File: config.mk
export PLATFORM = sky130hd
export DESIGN_NAME = apb_master_ctrl
export DESIGN_NICKNAME = d
export VERILOG_FILES = /design/src/rtl/apb_pkg.sv /design/src/rtl/apb_timeout_ctr.sv /design/src/rtl/apb_master_ctrl.sv
export SDC_FILE = /design/constraint.sdc
export NUM_CORES = 1
export LEC_CHECK = 0
export BUFFER_PORTS_ARGS = -buffer_cell sky130_fd_sc_hd__buf_2
export CAP_MARGIN = 20
export CORE_ASPECT_RATIO = 0.75
export CORE_MARGIN = 2
export CORE_UTILIZATION = 42
export DETAILED_ROUTE_END_ITERATION = 12
export PLACE_DENSITY = 0.75
export SLEW_MARGIN = 20
export SYNTH_ARGS = -nofsm -noshare
export SYNTH_HDL_FRONTEND = slang
export SYNTH_SLANG_ARGS = --single-unit
File: constraint.sdc
create_clock -name clk -period 1.8 [get_ports clk]
set_clock_uncertainty 0.1 [all_clocks]
set_input_delay 0.18 -clock clk [delete_from_list [all_inputs] [get_ports clk]]
set_output_delay 0.18 -clock clk [all_outputs]
set_load 0.05 [all_outputs]
File: src/rtl/apb_pkg.sv
// Shared types and constants for the APB requester stage.
package apb_pkg;

  localparam int SLAVE_ID_W = 2;
  localparam int NUM_SLAVES = 4;

  // Default bus widths, matching the slave-with-memory instances
  localparam int APB_ADDR_W = 8;
  localparam int APB_DATA_W = 32;

  typedef enum logic [1:0] {
    IDLE,
    SETUP,
    ACCESS,
    RESP
  } apb_state_e;

  // Command as presented by the local requester (default widths)
  typedef struct packed {
    logic                  write;
    logic [SLAVE_ID_W-1:0] id;
    logic [APB_ADDR_W-1:0] addr;
    logic [APB_DATA_W-1:0] wdata;
  } apb_req_t;

  // Response as returned to the local requester (default widths)
  typedef struct packed {
    logic [APB_DATA_W-1:0] rdata;
    logic                  err;
    logic                  timeout;
  } apb_resp_t;

  // One-hot slave select for a given slave id
  function automatic logic [NUM_SLAVES-1:0] slave_sel(input logic [SLAVE_ID_W-1:0] id);
    logic [NUM_SLAVES-1:0] sel;
    sel     = '0;
    sel[id] = 1'b1;
    return sel;
  endfunction

endpackage

File: src/rtl/apb_timeout_ctr.sv
// Counts ACCESS wait cycles and flags the cycle on which a transfer
// must be forcibly terminated. TIMEOUT = 0 disables the flag entirely.
module apb_timeout_ctr #(
  parameter int TIMEOUT = 16
) (
  input  logic clk,
  input  logic rst_n,
  input  logic clear,
  input  logic enable,
  output logic expired
);

  // A zero-width counter is illegal, so keep at least one bit when disabled
  localparam int CW     = (TIMEOUT > 0) ? $clog2(TIMEOUT + 1) : 1;
  localparam int LAST_I = (TIMEOUT > 0) ? TIMEOUT - 1 : 0;
  localparam logic [CW-1:0] LAST = CW'(LAST_I);

  logic [CW-1:0] count;

  // Wait-cycle counter: cleared outside ACCESS, saturates at the expiry value
  always_ff @(posedge clk) begin
    if (!rst_n) begin
      count <= '0;
    end else if (clear) begin
      count <= '0;
    end else if (enable && (TIMEOUT != 0) && !expired) begin
      count <= count + CW'(1);
    end
  end

  assign expired = (TIMEOUT != 0) && (count == LAST);

endmodule

File: src/rtl/apb_master_ctrl.sv
// APB requester: turns single valid/ready commands into one APB transfer
// to one of four slaves and returns data/error over a valid/ready response.
module apb_master_ctrl
  import apb_pkg::*;
#(
  parameter int ADDR_W  = 8,
  parameter int DATA_W  = 32,
  parameter int TIMEOUT = 16
) (
  input  logic                  clk,
  input  logic                  rst_n,
  input  logic                  req_valid,
  output logic                  req_ready,
  input  logic                  req_write,
  input  logic [SLAVE_ID_W-1:0] req_id,
  input  logic [ADDR_W-1:0]     req_addr,
  input  logic [DATA_W-1:0]     req_wdata,
  output logic                  resp_valid,
  input  logic                  resp_ready,
  output logic [DATA_W-1:0]     resp_rdata,
  output logic                  resp_err,
  output logic                  resp_timeout,
  output logic [NUM_SLAVES-1:0] psel,
  output logic                  penable,
  output logic                  pwrite,
  output logic [ADDR_W-1:0]     paddr,
  output logic [DATA_W-1:0]     pwdata,
  input  logic [DATA_W-1:0]     prdata,
  input  logic                  pready,
  input  logic                  pslverr
);

  apb_state_e state;
  logic       to_clear;
  logic       to_enable;
  logic       to_expired;

  // The counter only runs while ACCESS is waiting on the slave
  assign to_clear  = (state != ACCESS);
  assign to_enable = (state == ACCESS) && !pready;

  apb_timeout_ctr #(
    .TIMEOUT(TIMEOUT)
  ) u_timeout (
    .clk    (clk),
    .rst_n  (rst_n),
    .clear  (to_clear),
    .enable (to_enable),
    .expired(to_expired)
  );

  // Transfer FSM; the registered bus outputs double as the command holding
  // registers, so psel/paddr are already valid in the SETUP cycle
  always_ff @(posedge clk) begin
    if (!rst_n) begin
      state        <= IDLE;
      req_ready    <= 1'b0;
      resp_valid   <= 1'b0;
      resp_rdata   <= '0;
      resp_err     <= 1'b0;
      resp_timeout <= 1'b0;
      psel         <= '0;
      penable      <= 1'b0;
      pwrite       <= 1'b0;
      paddr        <= '0;
      pwdata       <= '0;
    end else begin
      case (state)
        IDLE: begin
          req_ready <= 1'b1;
          if (req_valid && req_ready) begin
            req_ready <= 1'b0;
            psel      <= slave_sel(req_id);
            penable   <= 1'b0;
            pwrite    <= req_write;
            paddr     <= req_addr;
            pwdata    <= req_write ? req_wdata : '0;
            state     <= SETUP;
          end
        end

        SETUP: begin
          penable <= 1'b1;
          state   <= ACCESS;
        end

        ACCESS: begin
          if (pready) begin
            psel         <= '0;
            penable      <= 1'b0;
            resp_valid   <= 1'b1;
            resp_err     <= pslverr;
            resp_timeout <= 1'b0;
            resp_rdata   <= (!pwrite && !pslverr) ? prdata : '0;
            state        <= RESP;
          end else if (to_expired) begin
            psel         <= '0;
            penable      <= 1'b0;
            resp_valid   <= 1'b1;
            resp_err     <= 1'b1;
            resp_timeout <= 1'b1;
            resp_rdata   <= '0;
            state        <= RESP;
          end
        end

        RESP: begin
          if (resp_ready) begin
            resp_valid   <= 1'b0;
            resp_err     <= 1'b0;
            resp_timeout <= 1'b0;
            resp_rdata   <= '0;
            req_ready    <= 1'b1;
            state        <= IDLE;
          end
        end

        default: begin
          state <= IDLE;
        end
      endcase
    end
  end

endmodule

==> metrics.txt, run 1 <==
Hold Violations, Final 0; synthesized net count 514; design area 5251 µm²; setup repair after global routing missed its margin yes; outcome finished, violations left; CP max stage cell or3b_4; WL per Instance 14.98 µm; PnR Total Power 0.006567 W; GRT overflow 0; CP Launch Type flip-flop; WHS Path Cells 3; CTS H-tree depth 3; Final GP Congestion 0.8192; n_diodes 0; clk_lat worst skew 0.34 ns; std cell rows 29; Worst VDD drop 0.0008677 V; CTS tree built; total core area 8454 µm²; leakage 2.251 nW; Die Wd 111.7 µm; global-route wire length before repair 16810 µm; HP Class in -> reg; Max Fclk 0.5292 GHz; Synth Cell Area 3655 µm²; Die H 84.79 µm; die area 9472 µm²; sequential-to-total area share from yosys stat 48.75%; Synth Register Bits 89; Largest delay share family, worst path simple AND/OR/NAND/NOR gates; DR vias 3832; Worst R2R Path Depth 6; GRT Total Usage 21.97%; Synthesis Warnings 0; power per cell area 1251 nW/µm²; CTS buffer count 9; CP cell instances ha_4 > and3_4 > ha_4 > or3b_4 > buf_12 > a311oi_1; beginning of the worst hold path prdata[26]; Ports 163; DPL Wire Length 6935 µm; CP startpoint u_timeout.count[1]; final net count 690; residual DRC count 0; Worst Hold Path EP resp_rdata[26]; share of layout cells above drive strength 1 35.36%; Slew Viols, Final 0; antenna viol nets, final 0; class of the most critical setup path reg -> reg; Req. time, crit path 1.95 ns; CTS Sinks 89; failing checks negative setup slack; R2R Path End resp_valid; clock transition at the registers of the reported paths 0.06 ns; Post-CTS Setup Inserts 0; critical path's largest stage delay 0.41 ns; Cell Area, Placed 4586 µm²; syn_area_per_cell 8.559 µm²; initial antenna violation count 0; DRT iter0 DRCs 391; Via density 5.352; Root Buffer clkbuf_16; fin crit period 1.890 ns; max-cap violations 0; CP Data Arrival Time 2.04 ns; library cells used by synthesis 37; synthesis-to-finish area growth 43.68%; Post-Synthesis Cells 427; Buf+Inv Stages, Crit Path 1; TritonRoute pass-1 iters 5; setup TNS -1.252 ns; Filler cells 754; PortBufs 162; Min Hold Slack 0.01089 ns; initial core utilization 43.23%; R2R setup slack -0.09 ns; clk buf depth 2; critical path's most frequent cell ha_4; number of global-route vias before repair 3560; endpoints failing setup 36; critical path fanouts, max 36; worst setup margin -0.08951 ns; CP endpoint kind flip-flop; Reg-to-Reg Start u_timeout.count[1]; worst-margin pin slew 0.5785 ns; dpl ws -0.09597 ns; Rel. slew slack 61.44%; final worst path period share 105.0%; pin count of the biggest net entering global routing 42; DRT Wirelength 10730 µm
flip-flops by register name (all words and copies together), names as in the netlist:
register         cells
resp_err             1
state                2
req_ready            1
pwrite               1
pwdata              32
resp_rdata          32
resp_timeout         1
penable              1
resp_valid           1
psel                 4
paddr                8
u_timeout.count      5
cell usage after synthesis (all sizes together):
cell	number	area share, %
and3b	1	0.24
inv	7	0.72
or3b	1	0.31
nor3	1	0.14
o221a	1	0.31
nand4	32	5.5
mux2	1	0.31
nor2	7	0.72
nand4b	1	0.24
clkbuf	23	2.6
a21boi	1	0.21
or4b	1	0.27
a311oi	1	0.24
nor2b	2	0.34
dfxtp	89	49
o41ai	1	0.24
o21ai	38	5.2
nand3b	1	0.21
or3	3	0.51
buf	19	4.3
xnor2	1	0.24
nor3b	1	0.34
nor4b	1	0.65
ha	6	2.1
a21oi	79	11
and3	2	0.34
mux2i	6	2.0
nand2	61	6.3
o2111ai	1	0.24
nand3	35	4.8
o32ai	1	0.45
a211oi	1	0.21
o311ai	1	0.24
report_power, final:
| part | internal [W] | switching (W) | total (W) |
|---|---|---|---|
| logic | 0.000717 | 0.00146 | 0.00218 |
| registers | 0.00215 | 0.0000969 | 0.00225 |
| clock network | 0.00139 | 0.000748 | 0.00214 |
cell usage in the layout (no fill, tap or decap), drive strengths merged, types with 7 or more instances in the layout:
cell	synthesis	layout
buf	19	180
o21ai	38	38
nand2	61	61
dlygate4sd3	0	27
a21oi	79	79
clkbuf	23	11
nor2	7	7
inv	7	7
dfxtp	89	89
nand3	35	35
nand4	32	32
metrics by stage:
| step | util, % | cells |
|---|---|---|
| after floorplan | - | 427 |
| after global placement | 54.24 | 673 |
| after detailed placement | 54.24 | 673 |
| after CTS | 61.58 | 716 |
| after global routing | 62.11 | 716 |
| final | 62.11 | 716 |
kinds of logic (layout without fill, tap and decap cells):
family,after synthesis,count (layout),share of synthesized area [%]
adder cells (fa/ha/maj),6,6,2.054
multiplexers,7,7,2.294
AND/OR/NAND/NOR,150,150,20.85
buffers and inverters,49,230,7.669
XOR/XNOR,1,1,0.2397
AO/OA/AOI/OAI,125,125,18.14
flip-flops,89,89,48.75
final cells by class:
| class | instances | area (µm²) | area share (%) |
|---|---|---|---|
| flip-flops and latches | 89 | 1784 | 33.98 |
| multi-input cells | 289 | 1665 | 31.71 |
| repair buffers | 207 | 1295 | 24.66 |
| clock buffers | 11 | 242.7 | 4.622 |
| well taps | 108 | 135.1 | 2.573 |
| clock inverters | 5 | 102.6 | 1.954 |
| inverters | 7 | 26.28 | 0.5004 |
timing repair:
item | CTS | global route
hold buffers | 27 | 0
endpoints found under the setup margin | 41 | 41
resized for setup | 2 | 9
hold endpoints to repair | 27 | 0
pin swaps | 1 | 3
how the worst max path moves through the flow:
stage / to / slack (ns) / cells past startpoint
2_1_floorplan: resp_rdata[10] / -0.03 / 8
3_3_place_gp: u_timeout.count[2] / -0.08 / 7
3_5_place_dp: u_timeout.count[2] / -0.1 / 7
4_1_cts: resp_valid / -0.09 / 6
5_1_grt: resp_valid / -0.13 / 7
6_report: resp_valid / -0.09 / 6
worst reg2reg max path, cell delays in order, from the launching register on:
cell and delay [ns]:
dfxtp_2 0.33, ha_4 0.15, and3_4 0.18, ha_4 0.17, or3b_4 0.41, buf_12 0.19, a311oi_1 0.27
routing by layer:
metal	track usage (%)	routed length, µm	share of wire, %
met3	5.632	607	5.7
met1	26.33	4459	42
met4	12.01	435	4.1
met2	36.36	5223	49
met5	0	0	0
Note: power is estimated with default switching activity, not from simulation.
==> run 2, diff against run 1 <==
==> constraint.sdc (replaced) <==
create_clock -name clk -period 1.8 [get_ports clk]
set_clock_uncertainty 0.1 [all_clocks]
set_input_delay 0.36 -clock clk [delete_from_list [all_inputs] [get_ports clk]]
set_output_delay 0.36 -clock clk [all_outputs]
set_load 0.05 [all_outputs]
==> metrics.txt, run 2 (synthesized netlist as in run 1, its figures left out) <==
hold_buf cts 0 (-100%); DRT Wirelength 10250 µm (-4.4%); worst-margin pin slew 0.5657 ns (-0.01277 ns); total core area 8454 µm² (unchanged); Die Wd 111.7 µm (unchanged); max-cap violations 0 (unchanged); CP Launch Type flip-flop; failing checks negative setup slack; class of the most critical setup path reg -> reg; CP max stage cell or3b_4; endpoints failing setup 41 (+14%); std cell rows 29 (unchanged); CP endpoint kind flip-flop; worst setup margin -0.09396 ns (-0.004450 ns); beginning of the worst hold path req_addr[0]; largest registers pwdata x32, resp_rdata x32, paddr x8; fin crit period 1.894 ns (+0.004450 ns); Slew Viols, Final 0 (unchanged); synthesis-to-finish area growth 36.08%; CTS tree built; HP Class in -> reg; TritonRoute pass-1 iters 5 (unchanged); Hold Violations, Final 0 (unchanged); Worst Hold Path EP paddr[0]; residual DRC count 0 (unchanged); clk_lat worst skew 0.34 ns (about the same); antenna viol nets, final 0 (unchanged); DR vias 3683 (-3.9%); PortBufs 162 (unchanged); Req. time, crit path 1.94 ns (about the same); setup repair after global routing missed its margin yes; DPL Wire Length 7024 µm (+1.3%); initial core utilization 43.23% (unchanged); final worst path period share 105.2% (+0.25 points); share of layout cells above drive strength 1 37.33% (+2.0 points); design area 4974 µm² (-5.3%); die area 9472 µm² (unchanged); Reg-to-Reg Start u_timeout.count[1]; Rel. slew slack 62.29% (+0.85 points); pin count of the biggest net entering global routing 42 (unchanged); Filler cells 748 (-0.80%); Root Buffer clkbuf_16; final net count 666 (-3.5%); Worst VDD drop 0.0008887 V (+2.4%); PnR Total Power 0.006389 W (-2.7%); global-route wire length before repair 16230 µm (-3.5%); most common cell after layout, fill and taps aside buf_2; Worst R2R Path Depth 6 (unchanged); CTS Sinks 89 (unchanged); CP cell instances ha_4 > and3_4 > ha_4 > or3b_4 > buf_12 > a311oi_1; Cell Area, Placed 4593 µm² (+0.16%); CP Data Arrival Time 2.04 ns (about the same); critical path's largest stage delay 0.40 ns (about the same); R2R Path End resp_valid; most frequent cells in the layout buf_2 (162), dfxtp_1 (87), a21oi_1 (78); initial antenna violation count 0 (unchanged); WHS Path Cells 3 (unchanged); Buf+Inv Stages, Crit Path 1 (unchanged); power per cell area 1285 nW/µm² (+2.7%); Largest delay share family, worst path simple AND/OR/NAND/NOR gates; CP startpoint u_timeout.count[1]; DRT iter0 DRCs 248 (-37%); GRT Total Usage 21.10% (-0.87 points); critical path's most frequent cell ha_4; clk buf depth 2 (unchanged); leakage 2.140 nW (-4.9%); critical path fanouts, max 36 (unchanged); Final GP Congestion 0.8085 (-1.3%); Max Fclk 0.5280 GHz (-0.23%); GRT overflow 0 (unchanged); WL per Instance 14.81 µm (-1.1%); Min Hold Slack 0.1575 ns (+0.1466 ns); clock transition at the registers of the reported paths 0.06 ns (about the same); number of global-route vias before repair 3535 (-0.70%); Via density 5.322 (-0.55%); CTS H-tree depth 3 (unchanged); n_diodes 0 (unchanged); CTS buffer count 9 (unchanged); outcome finished, violations left; Ports 163 (unchanged); R2R setup slack -0.09 ns (about the same); Die H 84.79 µm (unchanged)
## run 2: changes by cell type in the layout (fill, tap and decap cells not counted), sizes merged
cell / change
dlygate4sd3: -27
buf: +3
clkinv: +3
clkbuf: -2
bufinv: -1
## run 2: report_power, final
part           leakage (nW)  switching [W]  internal (W)  total, W
Combinational          1.26        0.00146      0.000692   0.00216
Clock                 0.155       0.000767       0.00121   0.00198
Sequential            0.721       0.000101       0.00215   0.00225
## run 2: worst max-delay path by stage
stage | to | slack [ns] | cells past startpoint
2_1_floorplan | resp_rdata[10] | -0.03 | 8
3_3_place_gp | u_timeout.count[2] | -0.08 | 7
3_5_place_dp | resp_valid | -0.08 | 6
4_1_cts | resp_valid | -0.09 | 6
5_1_grt | resp_valid | -0.13 | 6
6_report | resp_valid | -0.09 | 6
## run 2: repair_timing
item	in CTS	in global routing
gates resized for setup	3	11
hold endpoints to repair	0	0
pin swaps	3	3
gates cloned	0	0
setup buffers	1	1
endpoints found under the setup margin	41	45
## run 2: stage by stage
stage                     std cells  setup TNS, ns  setup slack [ns]  util [%]
after floorplan                 427        -0.5531          -0.02909         -
after global placement          674        -0.1531          -0.07642     54.33
after detailed placement        674         -1.122          -0.08486     54.33
after CTS                       691         -1.088          -0.09395     58.31
after global routing            692         -3.641           -0.1289     58.83
final                           692        -0.9851          -0.09396     58.83
## run 2: final cells by class
type	instances	area, µm²	area share, %
clock buffer	9	225.2	4.528
clock inverter	7	95.09	1.912
inverter	7	26.28	0.5283
multi-input combinational	289	1660	33.38
sequential	89	1784	35.87
tap	108	135.1	2.717
timing repair buffer	183	1047	21.06
## run 2: routing by layer
metal,global-route usage [%],part of all wire [%]
met1,25.11,43
met2,36.09,50
met3,5.126,4.7
met4,9.989,2.1
met5,0,0
## run 2: worst min-delay path, delay by kind of cell
family,cells,cell delay [ns]
buffers and inverters,1,0.10
AO/OA/AOI/OAI,1,0.05
AND/OR/NAND/NOR,1,0.04
==> run 3, diff against run 2 <==
- RECOVER_POWER: unset -> 25
==> metrics.txt, run 3 (synthesized netlist as in run 1, its figures left out) <==
dpl cells 674 (unchanged); Root Buffer clkbuf_16; TritonRoute pass-1 iters 4 (-1); largest registers pwdata x32, resp_rdata x32, paddr x8; final net count 666 (unchanged); CTS H-tree depth 3 (unchanged); dpl ws -0.08486 ns (unchanged); Non-Filler Instances 692 (unchanged); WL per Instance 14.89 µm (+0.51%); GRT busiest layer met2; Rel. slew slack 58.18% (-4.1 points); CP endpoint kind flip-flop; CP Launch Type flip-flop; most common cell after layout, fill and taps aside buf_2; max-cap violations 0 (unchanged); Slew Viols, Final 0 (unchanged); die area 9472 µm² (unchanged); clk_lat worst skew 0.34 ns (about the same); GRT overflow 0 (unchanged); final worst path period share 105.1% (-0.12 points); fin util 58.35% (-0.47 points); Ports 163 (unchanged); DRT Wirelength 10300 µm (+0.51%); endpoints failing setup 39 (-4.9%); CTS Sinks 89 (unchanged); Hold Violations, Final 0 (unchanged); total core area 8454 µm² (unchanged); power per cell area 1293 nW/µm² (+0.65%); DPL Wire Length 7024 µm (unchanged); most frequent cells in the layout buf_2 (130), dfxtp_1 (87), a21oi_1 (78); critical path fanouts, max 36 (unchanged); Die Wd 111.7 µm (unchanged); Req. time, crit path 1.95 ns (about the same); std cell rows 29 (unchanged); GRT Total Usage 21.10% (unchanged); number of global-route vias before repair 3535 (unchanged); Via density 5.325 (about the same); PortBufs 162 (unchanged); clk buf depth 2 (unchanged); Die H 84.79 µm (unchanged); class of the most critical setup path reg -> reg; clock transition at the registers of the reported paths 0.06 ns (about the same); global-route wire length before repair 16230 µm (unchanged); hold_buf cts 0 (unchanged); HP Class in -> reg; DRT iter0 DRCs 283 (+14%); leakage 2.002 nW (-6.5%); n_diodes 0 (unchanged); Max Fclk 0.5286 GHz (+0.11%); outcome finished, violations left; Min Hold Slack 0.1560 ns (-0.001504 ns); pin count of the biggest net entering global routing 42 (unchanged); setup TNS -0.9226 ns (+0.06249 ns); M2 GR Usage 36.09% (unchanged); initial antenna violation count 0 (unchanged); DR vias 3685 (+0.054%); fin crit period 1.892 ns (-0.002097 ns); met3 Track Usage GR 5.126% (unchanged); setup repair after global routing missed its margin yes; synthesis-to-finish area growth 34.99%; M1 GR Usage 25.11% (unchanged); worst setup margin -0.09186 ns (+0.002097 ns); Final GP Congestion 0.8085 (unchanged); failing checks negative setup slack; share of layout cells above drive strength 1 31.85% (-5.5 points); Worst VDD drop 0.0008859 V (-0.31%); CP Data Arrival Time 2.04 ns (about the same); antenna viol nets, final 0 (unchanged); residual DRC count 0 (unchanged); worst-margin pin slew 0.6299 ns (+0.06423 ns); CTS tree built; CTS buffer count 9 (unchanged); initial core utilization 43.23% (unchanged)
-- run 3: final timing paths --
check / start / end / slack, ns / depth (start not counted)
min reg2reg: pwdata[28] / pwdata[28] / 0.35 / 2
max: u_timeout.count[1] / resp_valid / -0.09 / 6
max reg2reg: u_timeout.count[1] / resp_valid / -0.09 / 6
min: req_addr[6] / paddr[6] / 0.16 / 3
-- run 3: final cells by class --
cell class	instances	area, µm²
Fill cell	769	3521
Sequential cell	89	1784
Multi-Input combinational cell	289	1660
Timing Repair Buffer	183	1007
Clock buffer	9	225.2
Tap cell	108	135.1
Clock inverter	7	95.09
Inverter	7	26.28
-- run 3: worst max-delay path: stages, from the launching register on --
cell      delay (ns)
dfxtp_2         0.33
ha_4            0.15
and3_4          0.18
ha_4            0.17
or3b_4          0.40
buf_12          0.19
a311oi_1        0.27
-- run 3: layer usage --
| metal | share of wire [%] | vias up | wire length, µm |
|---|---|---|---|
| li1 | - | 1812 | - |
| met1 | 43 | 1722 | 4404 |
| met2 | 49 | 127 | 5087 |
| met3 | 5.3 | 24 | 542 |
| met4 | 2.6 | 0 | 266 |
| met5 | 0 | - | 0 |
-- run 3: where the power goes --
group          internal, W  switching (W)  leakage [nW]
combinational     0.000676        0.00147          1.13
sequential         0.00215       0.000103         0.721
clock              0.00121       0.000771         0.155
-- run 3: through the flow --
stage,total power [W],area (µm²)
after floorplan,0.003815,3677
after global placement,0.004310,4593
after detailed placement,0.004362,4593
after CTS,0.006390,4930
after global routing,0.006689,4933
final,0.006379,4933
-- run 3: what timing repair did --
| action | 4_1_cts | 5_1_grt |
|---|---|---|
| pin swaps | 3 | 3 |
| endpoints found under the setup margin | 41 | 45 |
| gates resized for setup | 3 | 11 |
| buffers inserted | 1 | 1 |
